File: src/rtl/spi.sv
// Loopback SPI: one mode-0, MSB-first master wired to one slave through internal SCLK/MOSI/CS_N.
// Optional macro SPI_CONTINUOUS_EN: IDLE always starts a transfer (back-to-back) instead of only on a data change.
module spi #(
  parameter int unsigned HALF_DIV = 1
) (
  input  logic       clk,
  input  logic       rst,
  input  logic [7:0] master_data_in,
  output logic [7:0] slave_data
);

  typedef enum logic [1:0] {
    IDLE = 2'd0,
    XFER = 2'd1,
    DONE = 2'd2
  } state_e;

  localparam int unsigned        DIV_W    = 3;
  localparam logic [DIV_W-1:0]   DIV_LAST = DIV_W'(HALF_DIV - 1);

  state_e           state_q, state_d;
  logic             sclk_q, sclk_d;
  logic             mosi_q, mosi_d;
  logic             cs_n_q, cs_n_d;
  logic [7:0]       tx_shift_q, tx_shift_d;
  logic [7:0]       last_sent_q, last_sent_d;
  logic [7:0]       rx_shift_q, rx_shift_d;
  logic [7:0]       slave_data_q, slave_data_d;
  logic [3:0]       bit_cnt_q, bit_cnt_d;
  logic [DIV_W-1:0] div_cnt_q, div_cnt_d;

  logic start_s;
  logic tick_s;
  logic sclk_rise_s;

`ifdef SPI_CONTINUOUS_EN
  assign start_s = 1'b1;
`else
  assign start_s = (master_data_in != last_sent_q);
`endif

  assign tick_s      = (state_q == XFER) && (div_cnt_q == DIV_LAST);
  assign sclk_rise_s = tick_s && !sclk_q;

  // Master FSM: trigger, SCLK divider, MOSI shifting and chip select.
  always_comb begin
    state_d     = state_q;
    sclk_d      = sclk_q;
    mosi_d      = mosi_q;
    cs_n_d      = cs_n_q;
    tx_shift_d  = tx_shift_q;
    last_sent_d = last_sent_q;
    bit_cnt_d   = bit_cnt_q;
    div_cnt_d   = div_cnt_q;
    case (state_q)
      IDLE: begin
        sclk_d    = 1'b0;
        div_cnt_d = {DIV_W{1'b0}};
        if (start_s) begin
          tx_shift_d  = master_data_in;
          last_sent_d = master_data_in;
          cs_n_d      = 1'b0;
          mosi_d      = master_data_in[7];
          bit_cnt_d   = 4'd0;
          state_d     = XFER;
        end else begin
          cs_n_d  = 1'b1;
          state_d = IDLE;
        end
      end
      XFER: begin
        // MOSI always mirrors the MSB of the shifter; only the falling edge advances it.
        mosi_d = tx_shift_q[7];
        if (tick_s) begin
          div_cnt_d = {DIV_W{1'b0}};
          sclk_d    = ~sclk_q;
          if (sclk_q) begin
            tx_shift_d = {tx_shift_q[6:0], 1'b0};
            mosi_d     = tx_shift_q[6];
            bit_cnt_d  = bit_cnt_q + 4'd1;
            if (bit_cnt_q == 4'd7) begin
              state_d = DONE;
            end else begin
              state_d = XFER;
            end
          end else begin
            state_d = XFER;
          end
        end else begin
          div_cnt_d = div_cnt_q + DIV_W'(1);
        end
      end
      DONE: begin
        cs_n_d  = 1'b1;
        sclk_d  = 1'b0;
        state_d = IDLE;
      end
      default: begin
        cs_n_d  = 1'b1;
        sclk_d  = 1'b0;
        state_d = IDLE;
      end
    endcase
  end

  // Slave: sample MOSI on SCLK rise, publish the whole byte only when the master reaches DONE.
  always_comb begin
    rx_shift_d   = rx_shift_q;
    slave_data_d = slave_data_q;
    if (sclk_rise_s && !cs_n_q) begin
      rx_shift_d = {rx_shift_q[6:0], mosi_q};
    end else begin
      rx_shift_d = rx_shift_q;
    end
    if (state_q == DONE) begin
      slave_data_d = rx_shift_q;
    end else begin
      slave_data_d = slave_data_q;
    end
  end

  // State and datapath registers with synchronous reset.
  always_ff @(posedge clk) begin
    if (rst) begin
      state_q      <= IDLE;
      sclk_q       <= 1'b0;
      mosi_q       <= 1'b0;
      cs_n_q       <= 1'b1;
      tx_shift_q   <= 8'h00;
      last_sent_q  <= 8'h00;
      rx_shift_q   <= 8'h00;
      slave_data_q <= 8'h00;
      bit_cnt_q    <= 4'd0;
      div_cnt_q    <= {DIV_W{1'b0}};
    end else begin
      state_q      <= state_d;
      sclk_q       <= sclk_d;
      mosi_q       <= mosi_d;
      cs_n_q       <= cs_n_d;
      tx_shift_q   <= tx_shift_d;
      last_sent_q  <= last_sent_d;
      rx_shift_q   <= rx_shift_d;
      slave_data_q <= slave_data_d;
      bit_cnt_q    <= bit_cnt_d;
      div_cnt_q    <= div_cnt_d;
    end
  end

  assign slave_data = slave_data_q;

endmodule

File: config.mk
export PLATFORM = sky130hd
export DESIGN_NAME = spi
export DESIGN_NICKNAME = d
export VERILOG_FILES = /design/src/rtl/spi.sv
export SDC_FILE = /design/constraint.sdc
export NUM_CORES = 1
export LEC_CHECK = 0
export BUFFER_PORTS_ARGS = -buffer_cell sky130_fd_sc_hd__buf_2
export CELL_PAD_IN_SITES_DETAIL_PLACEMENT = 1
export CELL_PAD_IN_SITES_GLOBAL_PLACEMENT = 1
export CORE_ASPECT_RATIO = 1.25
export CORE_MARGIN = 4
export CORE_UTILIZATION = 45
export CTS_CLUSTER_DIAMETER = 100
export DETAILED_ROUTE_END_ITERATION = 8
export GPL_TIMING_DRIVEN = 0
export PLACE_DENSITY_LB_ADDON = 0.1
export RECOVER_POWER = 25
export SLEW_MARGIN = 40
export SYNTH_ARGS = -nofsm -noshare
export SYNTH_HDL_FRONTEND = slang
export SYNTH_SLANG_ARGS = --single-unit
File: constraint.sdc
create_clock -name clk -period 1.9 [get_ports clk]
set_input_delay 0.38 -clock clk [delete_from_list [all_inputs] [get_ports clk]]
set_output_delay 0.38 -clock clk [all_outputs]
set_load 0.1 [all_outputs]
Yosys cells after proc, flatten, opt, wreduce, memory -nomap -nowiden
Index checks and enable logic that the tools add are counted.
Widths: inputs -> output; s select.
{ "word_totals": {"out_inout_bits": 8, "reg_bits": 44, "elab_cells": 54, "inputBits": 10} }
{ "op_classes": {"bitwise_logic": 2, "eq_ne": 7, "reduce_logical": 12, "add_sub_neg": 2, "mux": 21} }
{ "ops": {"columns": ["op", "count"], "rows": [
  ["$mux 8", 3],
  ["$pmux 8 s2", 1],
  ["$mux 4", 3],
  ["$ne 8x8->1", 1],
  ["$pmux 4 s2", 1],
  ["$mux 2", 3],
  ["$ne 2x2->1 const B", 3],
  ["$pmux 3 s2", 1],
  ["$mux 1", 5],
  ["$add 4x1->4 const B", 1],
  ["$eq 4x3->1 const B", 1],
  ["$pmux 1 s2", 2],
  ["$pmux 2 s2", 1],
  ["$reduce_and 2->1", 2],
  ["$reduce_and 4->1", 1],
  ["$add 3x1->3 const B", 1],
  ["$logic_and 1x1->1", 3],
  ["$logic_not 3->1", 1],
  ["$mux 3", 1],
  ["$eq 2x1->1 const B", 1],
  ["$eq 2x2->1 const B", 1],
  ["$logic_not 1->1", 2],
  ["$logic_not 2->1", 1],
  ["$not 1->1", 2],
  ["other kinds (2)", 2]
]} }

Depth between registers and ports, before layout
Gate-level depths: netlist of the first run.
{ "depth": {"depth_word": 5, "ltp_mapped": 8, "ltp_nobuf": 7} }

Worst setup path before layout of the first run
Ideal clock, no wire load.
{ "synth_path": {"path_type": "reg2reg", "from": "reg div_cnt_q[0]", "to": "reg tx_shift_q[1]", "n_path_buf": 1, "period_less_slack_ns": 1.547, "path_slack_ns": 0.353, "stages_incl_launch_ff": 9, "setup_ns": 0.124, "required_time_ns": 1.776, "arrival_time_ns": 1.422, "cell_sequence": "dfxtp_1 > inv_1 > ha_1 > nor2b_1 > buf_2 > o21a_1 > o22ai_1 > a21oi_1 > a21boi_1"} }
{ "synth_via": {"elab_chain_len": 4} }
{ "synth_lines": {"columns": ["item", "line", "rtl"], "rows": [
  ["start, declared", "30", "logic [DIV_W-1:0] div_cnt_q, div_cnt_d;"],
  ["start signal, assigned", "134", "div_cnt_q <= {DIV_W{1'b0}};"],
  ["start signal, assigned", "145", "div_cnt_q <= div_cnt_d;"],
  ["$logic_not 3->1", "42", "assign tick_s = (state_q == XFER) && (div_cnt_q == DIV_LAST);"],
  ["$logic_and 1x1->1", "42", null],
  ["$ne 2x2->1 (no source line)", null, null],
  ["$reduce_and 4->1 (no source line)", null, null],
  ["end signal, assigned", "140", "tx_shift_q <= tx_shift_d;"],
  ["end, declared", "25", "logic [7:0] tx_shift_q, tx_shift_d;"]
]} }
Every way passes these cells.
A chain may end at the register's enable or synchronous reset.

Final worst setup path of the first run
{ "layout_path": {"from": "reg div_cnt_q[0]", "to": "reg tx_shift_q[3]"} }
Same word-level chain as after synthesis.

==> metrics.md, run 1 <==
| Metric | Value |
|---|---|
| Status | finished, final reports clean |
| CP peak stage delay | 0.39 ns |
| WP data required | 2.08 ns |
| Core area | 0.00443 mm² |
| Worst clock skew | 0.00516 ns |
| Post-synthesis cell count | 227 |
| Hold Path Class | input port to flop |
| GRT Total Usage | 0.198 |
| Post-layout util | 0.530 |
| Unrepaired setup endpoints after global routing | false |
| GP Congestion | 0.756 |
| Post-CTS setup buffer count | 0 |
| CP Max Fanout | 7 |
| DP HPWL | 3660 µm |
| Final setup fails | 0 |
| WP buf/inv | 2 |
| Crit path launch | div_cnt_q[0] |
| Final #Nets | 264 |
| Pwr Total | 1.98 mW |
| Post-CTS Resized | 0 |
| Overall routed net length | 5010 µm |
| Wire per inst | 16.2 µm |
| Chip Height | 83.6 µm |
| Synth Cell Area | 0.00206 mm² |
| Avg Cell Area, Syn | 9.06 µm² |
| Synth warnings | 0 |
| Residual DRC count | 0 |
| FF+latch count, synth | 44 |
| Io pins | 18 |
| TritonCTS clock tree | done |
| FF-to-FF path depth | 8 |
| Worst skew pair latency | 0.30 ns |
| Crit share post-route | 0.946 |
| Area Growth Syn to Fin | 14.0% |
| Hold Vio Cnt, Final | 0 |
| Yosys cell types | 45 |
| Period minus WS final | 1.80 ns |
| Rows | 27 |
| Reg2Reg Setup Slack | 0.10 ns |
| Clock transition at path regs | 0.08 ns |
| Initial antenna violation count | 0 |
| 1st-iter DRT viols | 84 |
| Clk sinks | 44 |
| DP Worst Slack | -0.121 ns |
| Cell taking the most area after synthesis | dfxtp_1 |
| Critical path arrival | 1.98 ns |
| LEAKAGE | 1.03 nW |
| Port Buffer Count | 17 |
| CP delay by family, top | compound AO/OA/AOI/OAI gates |
| Initial DRT Pass Iterations | 4 |
| Power density over the cells | 846 mW/mm² |
| Area share of the largest cell type after synthesis | 0.428 |
| Setup WS post-layout | 0.103 ns |
| Final std cells w/o fill | 310 |
| Initial cell density of the core | 0.465 |
| Largest net degree at the start of global routing | 15 |
| CP Capture Type | flop |
| Die width | 68.5 µm |
| CP Class | flop to flop |
| Post-placement cell area | 0.00221 mm² |
| Max_slew headroom | 0.629 |
| Top cells by area, synth | dfxtp_1 (43%), mux2i_1 (13%), nor2_1 (8.2%) |
| Max Fclk | 0.557 GHz |
| CP Capture Point | tx_shift_q[3] |
| Cts-stage hold buffer count | 0 |
| Detail Route Antenna Nets | 0 |
| CTS Buf Count | 5 |
| Hold WS | 0.357 ns |
| Vias in the first global route | 1828 |
| CTS max path bufs | 2 |
| Final Max Tran Viols | 0 |
| GRT overflow | 0 |
| Share of cells above drive strength 1 | 0.171 |
| Crit-path cells | inv_1, ha_1, nor2b_1, buf_2, o21a_1, o22ai_1, a21oi_1, a21boi_1 |
| Die area | 0.00572 mm² |
| Peak supply drop | 0.504 mV |
| Total placed cells including tap cells | 302 |
| Critical path startpoint category | flop |
| Slowest CP cell | dfxtp_1 |
| Number of diodes | 0 |
| Register area share after synthesis | 0.428 |
| Vias/cell | 5.67 |
| Critical R2R Capture | tx_shift_q[3] |
| R2R Path Start | div_cnt_q[0] |
| CTS H-tree lvls | 2 |
| DR vias | 1757 |
| Max-cap check violation count | 0 |
| Filler cells | 538 |
| Slew @ Worst Pin | 0.556 ns |
| Root buffer cell | clkbuf_8 |
| Syn_nets | 240 |
| Final Cell Area | 0.00234 mm² |
| Worst path depth | 8 |
| First-pass GRT wire length | 8740 µm |
| Final TNS setup | 0 ns |
## per-layer routing
layer | up-vias | GRT usage | share of wire
met5 | - | 0 | 0
met4 | 0 | 0.0669 | 0.019
met3 | 10 | 0.0364 | 0.031
met2 | 27 | 0.353 | 0.54
met1 | 865 | 0.226 | 0.41
li1 | 855 | - | -
## worst register-to-register path, cell delays in order (launching register included)
cell and delay [ns]:
dfxtp_1 0.39, inv_1 0.06, ha_1 0.22, nor2b_1 0.13
buf_2 0.16, o21a_1 0.26, o22ai_1 0.18, a21oi_1 0.11
a21boi_1 0.17
## Yosys cell counts, drive strengths merged
library cell and n:
a22oi 2, nor4b 1, nor4 1, nand4 3
nand3b 1, a211o 1, ha 3, clkbuf 4
a32o 1, inv 5, o31ai 1, o32ai 1
and4 2, xnor2 9, o21a 1, nand2b 1
nor2 46, dfxtp 44, buf 6, o22ai 4
a21boi 4, or3 1, nand2 8, a211oi 3
nor2b 2, a21oi 10, o2bb2ai 1, nor3 2
a31oi 1, mux2i 26, o21ai 23, nand3 3
and3 3, a2111oi 3
## sequential cells by signal (all words and copies together) (netlist names), 2 cells and up
| name | flops |
|---|---|
| slave_data | 8 |
| bit_cnt_q | 4 |
| rx_shift_q | 8 |
| state_q | 2 |
| last_sent_q | 8 |
| div_cnt_q | 3 |
| tx_shift_q | 8 |
## how the worst min path moves through the flow
| stage | to | slack [ns] | cells after the start | start |
|---|---|---|---|---|
| after floorplan | state_q[1] | 0.44 | 1 | bit_cnt_q[3] |
| after global placement | cs_n_q | 0.46 | 1 | cs_n_q |
| after detailed placement | cs_n_q | 0.46 | 1 | cs_n_q |
| after CTS | last_sent_q[3] | 0.35 | 3 | master_data_in[3] |
| after global routing | last_sent_q[3] | 0.38 | 3 | master_data_in[3] |
| final | last_sent_q[3] | 0.36 | 3 | master_data_in[3] |
## placed cells by master, fill, tap and decap left out, types with 2 or more instances in the layout
cell and n:
a21oi_1 9, ha_1 3, a22oi_1 2, mux2i_1 26, clkbuf_2 8, and3_1 3, nand2_1 7, dfxtp_1 44
a21boi_1 4, nor3_1 2, inv_1 4, a2111oi_2 3, nand4_2 2, buf_2 13, o21ai_1 7, nor2_1 45
nand3_1 2, o21ai_0 16, o22ai_1 4, nor2b_1 2, clkbuf_8 6, a211oi_1 2, clkbuf_1 4, xnor2_1 9
## logic make-up after synthesis
family                   after synthesis  share of synthesized area
adder cells (fa/ha/maj)                3                     0.0183
AO/OA/AOI/OAI                         56                      0.182
AND/OR/NAND/NOR                       74                      0.173
XOR/XNOR                               9                     0.0383
multiplexers                          26                      0.127
buffers and inverters                 15                     0.0335
flip-flops                            44                      0.428
## cell type report
type | count | area [µm²] | share of cell area
plain buffers | 10 | 50.0 | 0.0214
clock buffers | 6 | 82.6 | 0.0352
clock inverters | 2 | 38.8 | 0.0166
inverters | 5 | 18.8 | 0.00801
multi-input cells | 168 | 1110 | 0.476
flip-flops and latches | 44 | 881 | 0.376
well taps | 58 | 72.6 | 0.0310
repair buffers | 17 | 85.1 | 0.0363
## power by group
part | switching [mW] | internal (mW) | total (mW)
clock network | 0.329 | 0.430 | 0.759
registers | 0.0294 | 0.958 | 0.987
logic | 0.142 | 0.0943 | 0.236
total | 0.500 | 1.48 | 1.98
Note: power is estimated with default switching activity, not from simulation.
==> run 2: changes to the inputs <==
- CORE_UTILIZATION: 45 -> 40
- TNS_END_PERCENT: not set -> 100
- clock period: 1.9 -> 1.5 ns (I/O delays scaled with it)
==> run 2 against run 1 <==
Sequential power up 29%. Largest cell class unchanged. Non-clock buffer count rose by 30. First-iteration DRC count grew 6.0%. Critical path type unchanged. The run now ends with setup timing left.
==> metrics.md, run 2 (synthesis results as in run 1) <==
| Metric | Value |
|---|---|
| Status | finished with violations |
| Failing checks | setup timing |
| Core area | 0.00487 mm² (+10%) |
| Setup WS post-layout | -0.146 ns (-0.250 ns) |
| Initial cell density of the core | 0.422 (-0.0424) |
| DP HPWL | 3740 µm (+2.2%) |
| First-pass GRT wire length | 10100 µm (+16%) |
| Vias in the first global route | 2081 (+14%) |
| Hold path cells | 3 (unchanged) |
| Hold WS | 0.327 ns (-0.0292 ns) |
| Min-Delay Endpoint | last_sent_q[2] |
| DR vias | 1937 (+10%) |
| Final std cells w/o fill | 342 (+10%) |
| Final setup fails | 23 (+23) |
| FF-to-FF path depth | 6 (-2) |
| Hold Path Class | input port to flop |
| Worst clock skew | 0.0117 ns (+0.00649 ns) |
| Residual DRC count | 0 (unchanged) |
| Hold_sp | master_data_in[2] |
| GRT Total Usage | 0.205 (+0.00672) |
| Port Buffer Count | 17 (unchanged) |
| Clock transition at path regs | 0.09 ns (about the same) |
| Period minus WS final | 1.65 ns (-0.150 ns) |
| Area Growth Syn to Fin | 41.1% |
| Initial antenna violation count | 0 (unchanged) |
| Initial DRT Pass Iterations | 4 (unchanged) |
| WP data required | 1.67 ns (-0.41 ns) |
| GRT overflow | 0 (unchanged) |
| Critical path startpoint category | flop |
| CP Max Fanout | 5 (-2) |
| Max-cap check violation count | 0 (unchanged) |
| CTS max path bufs | 2 (unchanged) |
| Die area | 0.00636 mm² (+11%) |
| Power density over the cells | 852 mW/mm² (+0.75%) |
| Chip Height | 88.2 µm (+5.5%) |
| Commonest non-fill, non-tap cell in the layout | nor2_1 |
| CTS Buf Count | 5 (unchanged) |
| Critical path arrival | 1.81 ns (-0.17 ns) |
| 1st-iter DRT viols | 89 (+6.0%) |
| Cts-stage hold buffer count | 0 (unchanged) |
| Detail Route Antenna Nets | 0 (unchanged) |
| TritonCTS clock tree | done |
| Vias/cell | 5.66 (about the same) |
| Max Fclk | 0.607 GHz (+9.1%) |
| Most frequent cells in the layout | nor2_1 (43), dfxtp_1 (33), mux2i_1 (25) |
| Clk sinks | 44 (unchanged) |
| Pwr Total | 2.47 mW (+25%) |
| Max_slew headroom | 0.622 (-0.00721) |
| Final #Nets | 295 (+12%) |
| Rows | 28 (+3.7%) |
| Crit share post-route | 1.10 (+0.152) |
| Reg2Reg Setup Slack | -0.15 ns (-0.25 ns) |
| Slew @ Worst Pin | 0.567 ns (+0.0108 ns) |
| Post-layout util | 0.596 (+0.0663) |
| CTS H-tree lvls | 2 (unchanged) |
| Worst skew pair latency | 0.30 ns (about the same) |
| Wire per inst | 19.6 µm (+21%) |
| Unrepaired setup endpoints after global routing | true |
| R2R Path Start | last_sent_q[5] |
| Overall routed net length | 6710 µm (+34%) |
| Peak supply drop | 0.552 mV (+9.5%) |
| LEAKAGE | 1.26 nW (+23%) |
| Root buffer cell | clkbuf_8 |
| Io pins | 18 (unchanged) |
| Final Max Tran Viols | 0 (unchanged) |
| Largest net degree at the start of global routing | 13 (-2) |
| Number of diodes | 0 (unchanged) |
| CP Capture Type | flop |
| Critical R2R Capture | tx_shift_q[5] |
| CP Class | flop to flop |
| Share of cells above drive strength 1 | 0.418 (+0.248) |
| Total placed cells including tap cells | 304 (+0.66%) |
| Hold Vio Cnt, Final | 0 (unchanged) |
| GP Congestion | 0.792 (+4.7%) |
| Die width | 72.1 µm (+5.4%) |
-- run 2: changes by cell type in the layout (fill, tap and decap cells not counted), sizes merged --
cell / previous run / this run
buf: 15 / 52
bufinv: 1 / 0
clkbuf: 18 / 11
clkinvlp: 0 / 1
inv: 5 / 4
nand4: 3 / 4
-- run 2: worst max-delay path: stages (launching register included) --
cell       delay, ns
dfxtp_4         0.37
xnor2_4         0.16
buf_4           0.15
nand4_4         0.16
o21ai_1         0.19
o21ai_2         0.09
a2111oi_2       0.40
-- run 2: where the power goes --
group          switching (mW)  internal (mW)  leakage (nW)
logic                   0.256          0.234         0.856
registers              0.0589           1.21         0.364
clock network           0.391          0.317        0.0410
-- run 2: timing repair --
action | CTS | global route
setup buffers | 16 | 13
endpoints found under the setup margin | 38 | 38
gates resized for setup | 50 | 37
pin swaps | 20 | 21
cloned | 2 | 0
-- run 2: stage by stage --
step	setup slack, ns	setup TNS, ns	area (µm²)
global route	-0.281	-3.55	2900
finish	-0.146	-1.55	2900
global placement	-0.290	-5.26	2220
CTS	-0.0449	-0.299	2670
detailed placement	-0.265	-5.73	2220
floorplan	0.00134	0	2060
-- run 2: worst max path at each step --
stage | from | cells past startpoint | end | slack (ns)
final | last_sent_q[5] | 6 | tx_shift_q[5] | -0.15
after global placement | master_data_in[4] | 6 | mosi_q | -0.29
after detailed placement | master_data_in[5] | 6 | mosi_q | -0.27
after global routing | last_sent_q[5] | 6 | tx_shift_q[5] | -0.28
after CTS | last_sent_q[5] | 6 | last_sent_q[4] | -0.04
after floorplan | div_cnt_q[0] | 8 | tx_shift_q[1] | 0.001
-- run 2: per-layer routing --
metal / GRT usage / vias to the layer above / wire length (µm)
met1: 0.230 / 965 / 2650
met2: 0.376 / 34 / 3710
met5: 0 / - / 0
met4: 0.0701 / 0 / 161
met3: 0.0459 / 16 / 195
li1: - / 922 / -
-- run 2: layout make-up --
type                       count  area, µm²
inverter                       5       25.0
buffer                        10       67.6
timing repair buffer          47        340
multi-input combinational    169       1410
sequential                    44        902
fill                         547       1970
tap                           60       75.1
clock buffer                   6       72.6
clock inverter                 1       5.00
==> run 3: changes to the inputs <==
- REMOVE_ABC_BUFFERS: not set -> 1
==> run 3 against run 2 <==
The run still ends with setup timing left. Non-clock buffer count is 19 lower. Total power up 4.0%. Critical path depth unchanged. Global-route usage fell by 2.8 points. Register-to-register slack improved by 0.09 ns. Core utilization is 4.5 points lower. Clock skew about the same. First-iteration DRC count down 3.4%. Critical endpoint is now last_sent_q[1]. Highest routed layer unchanged.
==> metrics.md, run 3 (synthesis results as in run 1) <==
| Metric | Value |
|---|---|
| Status | finished with violations |
| Failing checks | setup timing |
| Unrepaired setup endpoints after global routing | true |
| WP data required | 1.67 ns (about the same) |
| Area Growth Syn to Fin | 30.6% |
| CTS Buf Count | 5 (unchanged) |
| Slew @ Worst Pin | 0.494 ns (-0.0726 ns) |
| Filler cells | 566 (+3.5%) |
| GRT Total Usage | 0.177 (-0.0277) |
| CTS H-tree lvls | 2 (unchanged) |
| Clk sinks | 44 (unchanged) |
| Crit share post-route | 1.04 (-0.0605) |
| Initial antenna violation count | 0 (unchanged) |
| GP Congestion | 0.753 (-4.9%) |
| Setup WS post-layout | -0.0556 ns (+0.0907 ns) |
| Register share of total power | 0.491 (-0.024) |
| CTS max path bufs | 2 (unchanged) |
| TritonCTS clock tree | done |
| Port Buffer Count | 17 (unchanged) |
| Chip Height | 88.2 µm (unchanged) |
| Hold WS | 0.300 ns (-0.0272 ns) |
| CP Capture Type | flop |
| DP HPWL | 3160 µm (-16%) |
| Root buffer cell | clkbuf_8 |
| Multi-input gate area | 0.00129 mm² (-8.5%) |
| Share of cells above drive strength 1 | 0.354 (-0.0648) |
| Sw Share | 0.265 (-0.0209) |
| Max_slew headroom | 0.671 (+0.0484) |
| Hold Vio Cnt, Final | 0 (unchanged) |
| 1st-iter DRT viols | 86 (-3.4%) |
| Post-placement cell area | 0.00217 mm² (-2.3%) |
| Wire per inst | 16.8 µm (-15%) |
| Internal power | 1.89 mW (+7.0%) |
| Number of diodes | 0 (unchanged) |
| Worst clock skew | 0.0120 ns (+0.000395 ns) |
| Die width | 72.1 µm (unchanged) |
| Hold Path Class | input port to flop |
| Cts-stage hold buffer count | 0 (unchanged) |
| DR vias | 1779 (-8.2%) |
| Peak supply drop | 0.520 mV (-5.8%) |
| Die area | 0.00636 mm² (unchanged) |
| Final Max Tran Viols | 0 (unchanged) |
| Final #Nets | 275 (-6.8%) |
| Critical path arrival | 1.73 ns (-0.08 ns) |
| LEAKAGE | 1.19 nW (-6.0%) |
| Worst skew pair latency | 0.30 ns (about the same) |
| Period minus WS final | 1.56 ns (-0.0907 ns) |
| Largest net degree at the start of global routing | 42 (+29) |
| Max-cap check violation count | 0 (unchanged) |
| Initial DRT Pass Iterations | 4 (unchanged) |
| Core area | 0.00487 mm² (unchanged) |
| Overall routed net length | 5410 µm (-19%) |
| CP Max Fanout | 8 (+3) |
| Post-layout util | 0.551 (-0.0447) |
| Power density over the cells | 958 mW/mm² (+12%) |
| Critical path startpoint category | flop |
| Vias/cell | 5.51 (-2.8%) |
| Commonest non-fill, non-tap cell in the layout | nor2_1 |
| Max Fclk | 0.643 GHz (+5.8%) |
| Clk pwr share | 0.358 (+0.071) |
| CP Class | flop to flop |
| Io pins | 18 (unchanged) |
| Vias in the first global route | 1864 (-10%) |
| Register area | 895 µm² (-0.83%) |
| Rows | 28 (unchanged) |
| Initial cell density of the core | 0.422 (unchanged) |
| GRT overflow | 0 (unchanged) |
| Comb power frac | 0.151 (-0.047) |
| First-pass GRT wire length | 8870 µm (-13%) |
| Final Cell Area | 0.00268 mm² (-7.5%) |
| Most frequent cells in the layout | nor2_1 (43), dfxtp_1 (35), mux2i_1 (26) |
| Detail Route Antenna Nets | 0 (unchanged) |
| Final setup fails | 11 (-52%) |
| Clock transition at path regs | 0.09 ns (about the same) |
| Residual DRC count | 0 (unchanged) |
| Switching Power | 681 µW (-3.6%) |
## run 3: cell count changes in the layout (fill, tap and decap cells not counted), moves of 4 or more
cell,before,now
buf_4,23,16
buf_6,11,2
o22ai_2,4,0
o22ai_1,0,4
clkbuf_1,5,0
## run 3: worst max-delay path, cell delays in order (launching register included)
cell and delay [ns]:
dfxtp_2 0.34, xnor2_2 0.14, and4_4 0.22, a211oi_4 0.30, buf_12 0.18, mux2i_1 0.18
nor2_1 0.06
## run 3: power by group through the flow
stage | clock network, mW | registers (mW) | logic (mW)
floorplan | 0 | 1.27 | 0.190
global placement | 0 | 1.29 | 0.264
detailed placement | 0 | 1.29 | 0.271
CTS | 0.945 | 1.26 | 0.361
global route | 1.00 | 1.27 | 0.422
finish | 0.920 | 1.26 | 0.387
## run 3: area by class of cell
class | count | share of cell area
multi-input combinational | 168 | 0.482
sequential | 44 | 0.333
timing repair buffer | 38 | 0.108
tap | 60 | 0.0280
clock buffer | 5 | 0.0256
clock inverter | 3 | 0.0159
inverter | 5 | 0.00699
## run 3: timing repair
item                                    4_1_cts  5_1_grt
pin swaps                                     8       22
gates resized for setup                      33       22
endpoints found under the setup margin       42       31
hold endpoints to repair                      0        0
setup buffers                                15        6
## run 3: per-layer routing
layer | global-route usage | share of wire | vias to the layer above | wire length [µm]
met1 | 0.206 | 0.42 | 873 | 2290
li1 | - | - | 874 | -
met5 | 0 | 0 | - | 0
met2 | 0.330 | 0.53 | 24 | 2880
met4 | 0.0410 | 0.013 | 0 | 70
met3 | 0.0356 | 0.031 | 8 | 169
## run 3: worst paths after layout
path                    endpoint  depth (start not counted)               from  slack (ns)
setup / recovery  last_sent_q[1]                          6     last_sent_q[3]       -0.06
hold / removal    last_sent_q[0]                          3  master_data_in[0]        0.30
setup reg to reg  last_sent_q[1]                          6     last_sent_q[3]       -0.06
hold reg to reg           cs_n_q                          1             cs_n_q        0.48
## run 3: per-stage QoR
step / std cells / power [mW] / worst slack, ns / TNS (ns)
3_5_place_dp: 294 / 1.56 / -0.597 / -18.94
2_1_floorplan: 217 / 1.46 / -0.188 / -2.34
3_3_place_gp: 294 / 1.55 / -0.695 / -20.46
4_1_cts: 317 / 2.56 / -0.0737 / -0.527
6_report: 323 / 2.57 / -0.0556 / -0.403
5_1_grt: 323 / 2.69 / -0.132 / -1.94
